**src/rtl/mod_counter_if.sv**
```systemverilog
// mod_counter_if: control and status bundle for mod_counter.
//   master : drives load/enab/up_dn/sat_mode/cnt_in/max_val/clr_ovf, observes status
//   slave  : the counter; drives cnt_out/tc/ovf/zero
interface mod_counter_if #(
   parameter int unsigned WIDTH = 5
);
   logic             load;
   logic             enab;
   logic             up_dn;
   logic             sat_mode;
   logic [WIDTH-1:0] cnt_in;
   logic [WIDTH-1:0] max_val;
   logic             clr_ovf;
   logic [WIDTH-1:0] cnt_out;
   logic             tc;
   logic             ovf;
   logic             zero;

   modport master (
      output load, enab, up_dn, sat_mode, cnt_in, max_val, clr_ovf,
      input  cnt_out, tc, ovf, zero
   );

   modport slave (
      input  load, enab, up_dn, sat_mode, cnt_in, max_val, clr_ovf,
      output cnt_out, tc, ovf, zero
   );
endinterface

```
**src/rtl/mod_counter.sv**
```systemverilog
// mod_counter: up/down modulo counter over 0..max_val with wrap/saturate mode,
// one-cycle terminal-count pulse, sticky overflow flag and optional enable prescaler.
// Ports:
//   clk  - clock, rising edge
//   rst  - asynchronous active-high reset
//   bus  - mod_counter_if.slave (load, enab, up_dn, sat_mode, cnt_in, max_val,
//          clr_ovf in; cnt_out, tc, ovf registered out; zero combinational out)
// Build option: define COUNTER_PRESCALE_EN to step only once per PRESCALE enabled cycles.
module mod_counter #(
   parameter int unsigned WIDTH    = 5,
   parameter int unsigned PRESCALE = 4
) (
   input  logic          clk,
   input  logic          rst,
   mod_counter_if.slave  bus
);

   logic [WIDTH-1:0] cnt_q, cnt_d;
   logic             tc_q, tc_d;
   logic             ovf_q, ovf_d;
   logic             step_c;

`ifdef COUNTER_PRESCALE_EN
   localparam int unsigned PW = (PRESCALE > 1) ? $clog2(PRESCALE) : 1;

   logic [PW-1:0] pre_q, pre_d;
   logic          pre_term_c;

   // Prescaler counts enabled cycles; the step happens on its terminal value.
   assign pre_term_c = (pre_q == PW'(PRESCALE - 1));
   assign step_c     = bus.enab && pre_term_c;

   always_comb begin
      pre_d = pre_q;
      if (bus.load) begin
         pre_d = '0;
      end else if (bus.enab) begin
         pre_d = pre_term_c ? '0 : pre_q + PW'(1);
      end
   end

   always_ff @(posedge clk or posedge rst) begin
      if (rst) begin
         pre_q <= '0;
      end else begin
         pre_q <= pre_d;
      end
   end
`else
   logic unused_prescale;

   assign unused_prescale = ^32'(PRESCALE);
   assign step_c          = bus.enab;
`endif

   // Next count, terminal pulse and overflow flag.
   always_comb begin
      cnt_d = cnt_q;
      tc_d  = 1'b0;
      ovf_d = ovf_q & ~bus.clr_ovf;
      if (bus.load) begin
         cnt_d = (bus.cnt_in > bus.max_val) ? bus.max_val : bus.cnt_in;
      end else if (step_c) begin
         if (bus.up_dn) begin
            // A count above a lowered max_val is treated as the boundary.
            if (cnt_q < bus.max_val) begin
               cnt_d = cnt_q + WIDTH'(1);
            end else begin
               cnt_d = bus.sat_mode ? bus.max_val : '0;
               tc_d  = 1'b1;
               ovf_d = 1'b1;
            end
         end else begin
            if (cnt_q != '0) begin
               cnt_d = cnt_q - WIDTH'(1);
            end else begin
               cnt_d = bus.sat_mode ? '0 : bus.max_val;
               tc_d  = 1'b1;
               ovf_d = 1'b1;
            end
         end
      end
   end

   always_ff @(posedge clk or posedge rst) begin
      if (rst) begin
         cnt_q <= '0;
         tc_q  <= 1'b0;
         ovf_q <= 1'b0;
      end else begin
         cnt_q <= cnt_d;
         tc_q  <= tc_d;
         ovf_q <= ovf_d;
      end
   end

   assign bus.cnt_out = cnt_q;
   assign bus.tc      = tc_q;
   assign bus.ovf     = ovf_q;
   assign bus.zero    = (cnt_q == '0);

endmodule
```
**src/flat_wrapper.sv**
```systemverilog
// flat-port wrapper written by rule: the top's interface ports become plain ports
module mod_counter_flat 
#(
   parameter int unsigned WIDTH    = 5,
   parameter int unsigned PRESCALE = 4
)
  (clk, rst, bus_load, bus_enab, bus_up_dn, bus_sat_mode, bus_cnt_in, bus_max_val, bus_clr_ovf, bus_cnt_out, bus_tc, bus_ovf, bus_zero);
  mod_counter_if #(.WIDTH(WIDTH)) bus_i ();
  input  logic clk;
  input  logic rst;
  input wire logic [$bits(bus_i.load)-1:0] bus_load;
  input wire logic [$bits(bus_i.enab)-1:0] bus_enab;
  input wire logic [$bits(bus_i.up_dn)-1:0] bus_up_dn;
  input wire logic [$bits(bus_i.sat_mode)-1:0] bus_sat_mode;
  input wire logic [$bits(bus_i.cnt_in)-1:0] bus_cnt_in;
  input wire logic [$bits(bus_i.max_val)-1:0] bus_max_val;
  input wire logic [$bits(bus_i.clr_ovf)-1:0] bus_clr_ovf;
  output wire logic [$bits(bus_i.cnt_out)-1:0] bus_cnt_out;
  output wire logic [$bits(bus_i.tc)-1:0] bus_tc;
  output wire logic [$bits(bus_i.ovf)-1:0] bus_ovf;
  output wire logic [$bits(bus_i.zero)-1:0] bus_zero;
  assign bus_i.load = bus_load;
  assign bus_i.enab = bus_enab;
  assign bus_i.up_dn = bus_up_dn;
  assign bus_i.sat_mode = bus_sat_mode;
  assign bus_i.cnt_in = bus_cnt_in;
  assign bus_i.max_val = bus_max_val;
  assign bus_i.clr_ovf = bus_clr_ovf;
  assign bus_cnt_out = bus_i.cnt_out;
  assign bus_tc = bus_i.tc;
  assign bus_ovf = bus_i.ovf;
  assign bus_zero = bus_i.zero;
  mod_counter #(.WIDTH(WIDTH), .PRESCALE(PRESCALE)) u_core (.clk(clk), .rst(rst), .bus(bus_i));
endmodule
```
**config.mk**
```make
export PLATFORM = sky130hd
export DESIGN_NAME = mod_counter_flat
export DESIGN_NICKNAME = d
export VERILOG_FILES = /design/src/rtl/mod_counter_if.sv /design/src/rtl/mod_counter.sv /design/src/flat_wrapper.sv
export SDC_FILE = /design/constraint.sdc
export NUM_CORES = 1
export LEC_CHECK = 0
export CAP_MARGIN = 25
export CORE_MARGIN = 2
export CORE_UTILIZATION = 52
export DETAILED_ROUTE_END_ITERATION = 16
export PLACE_DENSITY = 0.84
export REMOVE_ABC_BUFFERS = 1
export SLEW_MARGIN = 30
export SYNTH_ARGS = -nofsm -noshare
export SYNTH_HDL_FRONTEND = slang
export SYNTH_SLANG_ARGS = --single-unit
```
**constraint.sdc**
```tcl
create_clock -name clk -period 3.8 [get_ports clk]
set_input_delay 0.95 -clock clk [delete_from_list [all_inputs] [get_ports clk]]
set_output_delay 0.95 -clock clk [all_outputs]
set_load 0.005 [all_outputs]
```
==> key figures <==
Layout
  – # diodes: 0
  – Layout area overhead: 24.64%
  – Fraction of layout cells with a size suffix above 1: roughly 7.4%
  – Final net count: roughly 170
  – Post-layout util: 69.64%

Run status
  – Outcome: finished, final reports clean

Placed design
  – Dpl ws: between 0.6 and 0.7 ns
  – Hpwl dp: 1.809 mm
  – Port Buffer Count: 24
  – GP Congestion: about 0.94

Clock network
  – H-tree Lvls: 1
  – Clock tree buffer depth: 2
  – Post_cts resized: 0
  – CTS tree: done
  – Post-CTS Setup Bufs: 0
  – Clk sink count: 7
  – Reg clk slew, reported paths: ~0.05 ns
  – CTS Hold Bufs: 0
  – Clk_lat worst skew: 0.27 ns
  – Library cell used as clock root buffer: clkbuf_4
  – CTS Buf Count: 3

Routing
  – DRT antenna net count: 0
  – First-pass DRT Iterations: 4
  – Vias per cell: 5.795
  – Detailed Route Iter0 Violations: 20
  – Routed WL: approximately 2.3 mm
  – Vias: 933
  – DRC Markers: 0
  – Wire per inst: 14.03 µm

GRT
  – Remaining Overflow, GRT: 0
  – GRT Overall Usage: 24.45%
  – Vias in the first global route: 887
  – First-pass GRT wire length: around 3.8 mm
  – Initial antenna violation count: 0
  – Pin count of the biggest net entering global routing: 16

Worst setup path
  – CP Launch Type: flip-flop
  – Req. time, crit path: 2.85 ns
  – Kind of critical path: reg2out
  – CP Max Fanout: 7
  – Worst endpoint data arrival time: approximately 2.1 ns
  – CP max-delay cell: clkdlybuf4s50_1
  – Crit. End Element: primary output
  – Critical-path cell list: inv_1, ha_1, nor4b_4, clkdlybuf4s50_1
  – Crit-path max cell delay: about 0.6 ns

Synthesis
  – Ys flop type: dfrtp_1
  – Post-Syn Area: around 960 µm²
  – Async S/R FF share, synth: 100.0%
  – Synth unique cells: 38
  – Warnings, synthesis: 0
  – #FFs+latches synth: 7
  – Post-synth EDFFs: 0
  – Mean Syn Cell Area: about 8.5 µm²
  – Part of the Yosys area used for sequential elements: 18.16%
  – Post-Syn Instances: about 110

Power
  – Leak: between 0.5 and 0.6 nW
  – Total chip power: ~0.4 mW
  – Peak supply drop: roughly 0.26 mV
  – Pwr per Cell Area: 333.7 nW/µm²

Timing
  – Relative slew margins: between 60% and 70%
  – Worst Slack Setup Final: between 0.7 and 0.8 ns
  – Fin crit share: about four fifths
  – RSZ-0062 raised after global routing: no
  – Smallest hold slack: 0.4705 ns
  – Fin. Hold Viols: 0
  – Fin. max-slew vios: 0
  – Least-Margin Pin Slew: 0.5664 ns
  – Total Neg Setup Slack: 0 ns
  – Worst Skew: ~0.0087 ns
  – Endpoints failing setup: 0
  – Fmax: roughly 0.33 GHz
  – Final Critical Period: a little over 3 ns

Die
  – Cell Rows: 15
  – DIE AREA: ~2200 µm²
  – Die W: approximately 47 µm
  – Starting density of the core: 55.87%
  – Die Y-Extent: roughly 47 µm
  – Core area: around 1700 µm²
  – IO Count: 25

Worst hold path
  – Hold crit path type: reg2reg

Job
  – Max Cap Viol: 0
-- registers in the layout (all words and copies together), names as in the netlist --
register            flops
u_core.bus.ovf          1
u_core.bus.cnt_out      5
u_core.bus.tc           1
-- per-layer routing --
metal	global-route usage [%]	part of all wire [%]	vias up
met3	5.769	6.9	3
met4	6.667	0.75	0
met5	0	0	-
met2	41.92	50	35
met1	30.63	42	442
li1	-	-	453
-- placed cells by master (no fill, tap or decap), types with 2 or more instances in the layout --
cell type	instances
clkbuf_4	3
o21ai_0	4
nand3_1	4
mux2_2	3
a21oi_1	2
mux2i_1	7
dfrtp_1	7
o21bai_1	2
a31oi_1	2
and2_1	2
a21o_1	4
inv_1	12
nand2b_1	2
nor2_1	7
clkdlybuf4s50_1	24
nand2_1	13
xnor2_1	3
ha_1	11
a211oi_1	2
a311o_1	2
a221oi_1	2
nor3b_1	3
-- logic make-up (layout without fill, tap and decap cells) --
family / after synthesis / after routing / synth area share (%)
simple gates: 37 / 37 / 20.88
compound gates: 27 / 27 / 21.40
buf+inv: 18 / 40 / 10.89
fa+ha+maj: 11 / 11 / 14.27
mux: 10 / 10 / 10.77
flops: 7 / 7 / 18.16
xor+xnor: 4 / 4 / 3.632
-- cell type report --
class,count,area (µm²)
clock buffer,4,26.28
timing repair buffer,24,240.2
fill,146,524.3
tap,25,31.28
sequential,7,175.2
inverter,12,45.04
multi-input combinational,89,684.4
-- through the flow --
step / cells / instance area [µm²]
2_1_floorplan: 108 / 904.6
3_3_place_gp: 157 / 1176
3_5_place_dp: 157 / 1176
4_1_cts: 161 / 1202
5_1_grt: 161 / 1202
6_report: 161 / 1202
-- synthesized netlist by cell type, types with 2 or more instances --
| cell type | number | area [µm²] |
|---|---|---|
| nand2_1 | 13 | 48.80 |
| inv_1 | 12 | 45.04 |
| ha_1 | 11 | 137.6 |
| dfrtp_1 | 7 | 175.2 |
| mux2i_1 | 7 | 70.07 |
| nor2_1 | 7 | 26.28 |
| a21o_1 | 4 | 30.03 |
| nand3_1 | 4 | 20.02 |
| o21ai_0 | 4 | 20.02 |
| buf_6 | 3 | 33.78 |
| mux2_2 | 3 | 33.78 |
| nor3b_1 | 3 | 22.52 |
| xnor2_1 | 3 | 26.28 |
| a211oi_1 | 2 | 15.01 |
| a21oi_1 | 2 | 10.01 |
| a221oi_1 | 2 | 17.52 |
| a311o_1 | 2 | 20.02 |
| a31oi_1 | 2 | 12.51 |
| and2_1 | 2 | 12.51 |
| nand2b_1 | 2 | 12.51 |
| o21bai_1 | 2 | 15.01 |
-- worst max-delay path: cells and delay by family, from the launching register on --
| family | cells | cell delay [ns] |
|---|---|---|
| adder cells (fa/ha/maj) | 1 | 0.25 |
| buffers and inverters | 2 | 0.70 |
| AND/OR/NAND/NOR | 1 | 0.42 |
| flip-flops | 1 | 0.45 |
-- report_power, final --
group	internal [mW]	switching [mW]
Combinational	0.116	0.0919
Clock	0.0403	0.0310
Sequential	0.0874	0.0346
Total	0.244	0.158
-- worst paths after layout --
| kind | depth (start not counted) | to | from | slack (ns) |
|---|---|---|---|---|
| hold reg to reg | 1 | u_core.bus.ovf$_DFF_PP0_ | u_core.bus.ovf$_DFF_PP0_ | 0.47 |
| min in group asynchronous | 2 | u_core.bus.cnt_out[3]$_DFFE_PP0P_ | rst | 0.90 |
| max in group asynchronous | 2 | u_core.bus.ovf$_DFF_PP0_ | rst | 2.68 |
| setup reg to reg | 6 | u_core.bus.cnt_out[2]$_DFFE_PP0P_ | u_core.bus.cnt_out[2]$_DFFE_PP0P_ | 1.51 |
| setup / recovery | 4 | bus_zero | u_core.bus.cnt_out[1]$_DFFE_PP0P_ | 0.77 |
| hold / removal | 1 | u_core.bus.ovf$_DFF_PP0_ | u_core.bus.ovf$_DFF_PP0_ | 0.47 |
No activity file was read; power rests on OpenSTA's default activity.
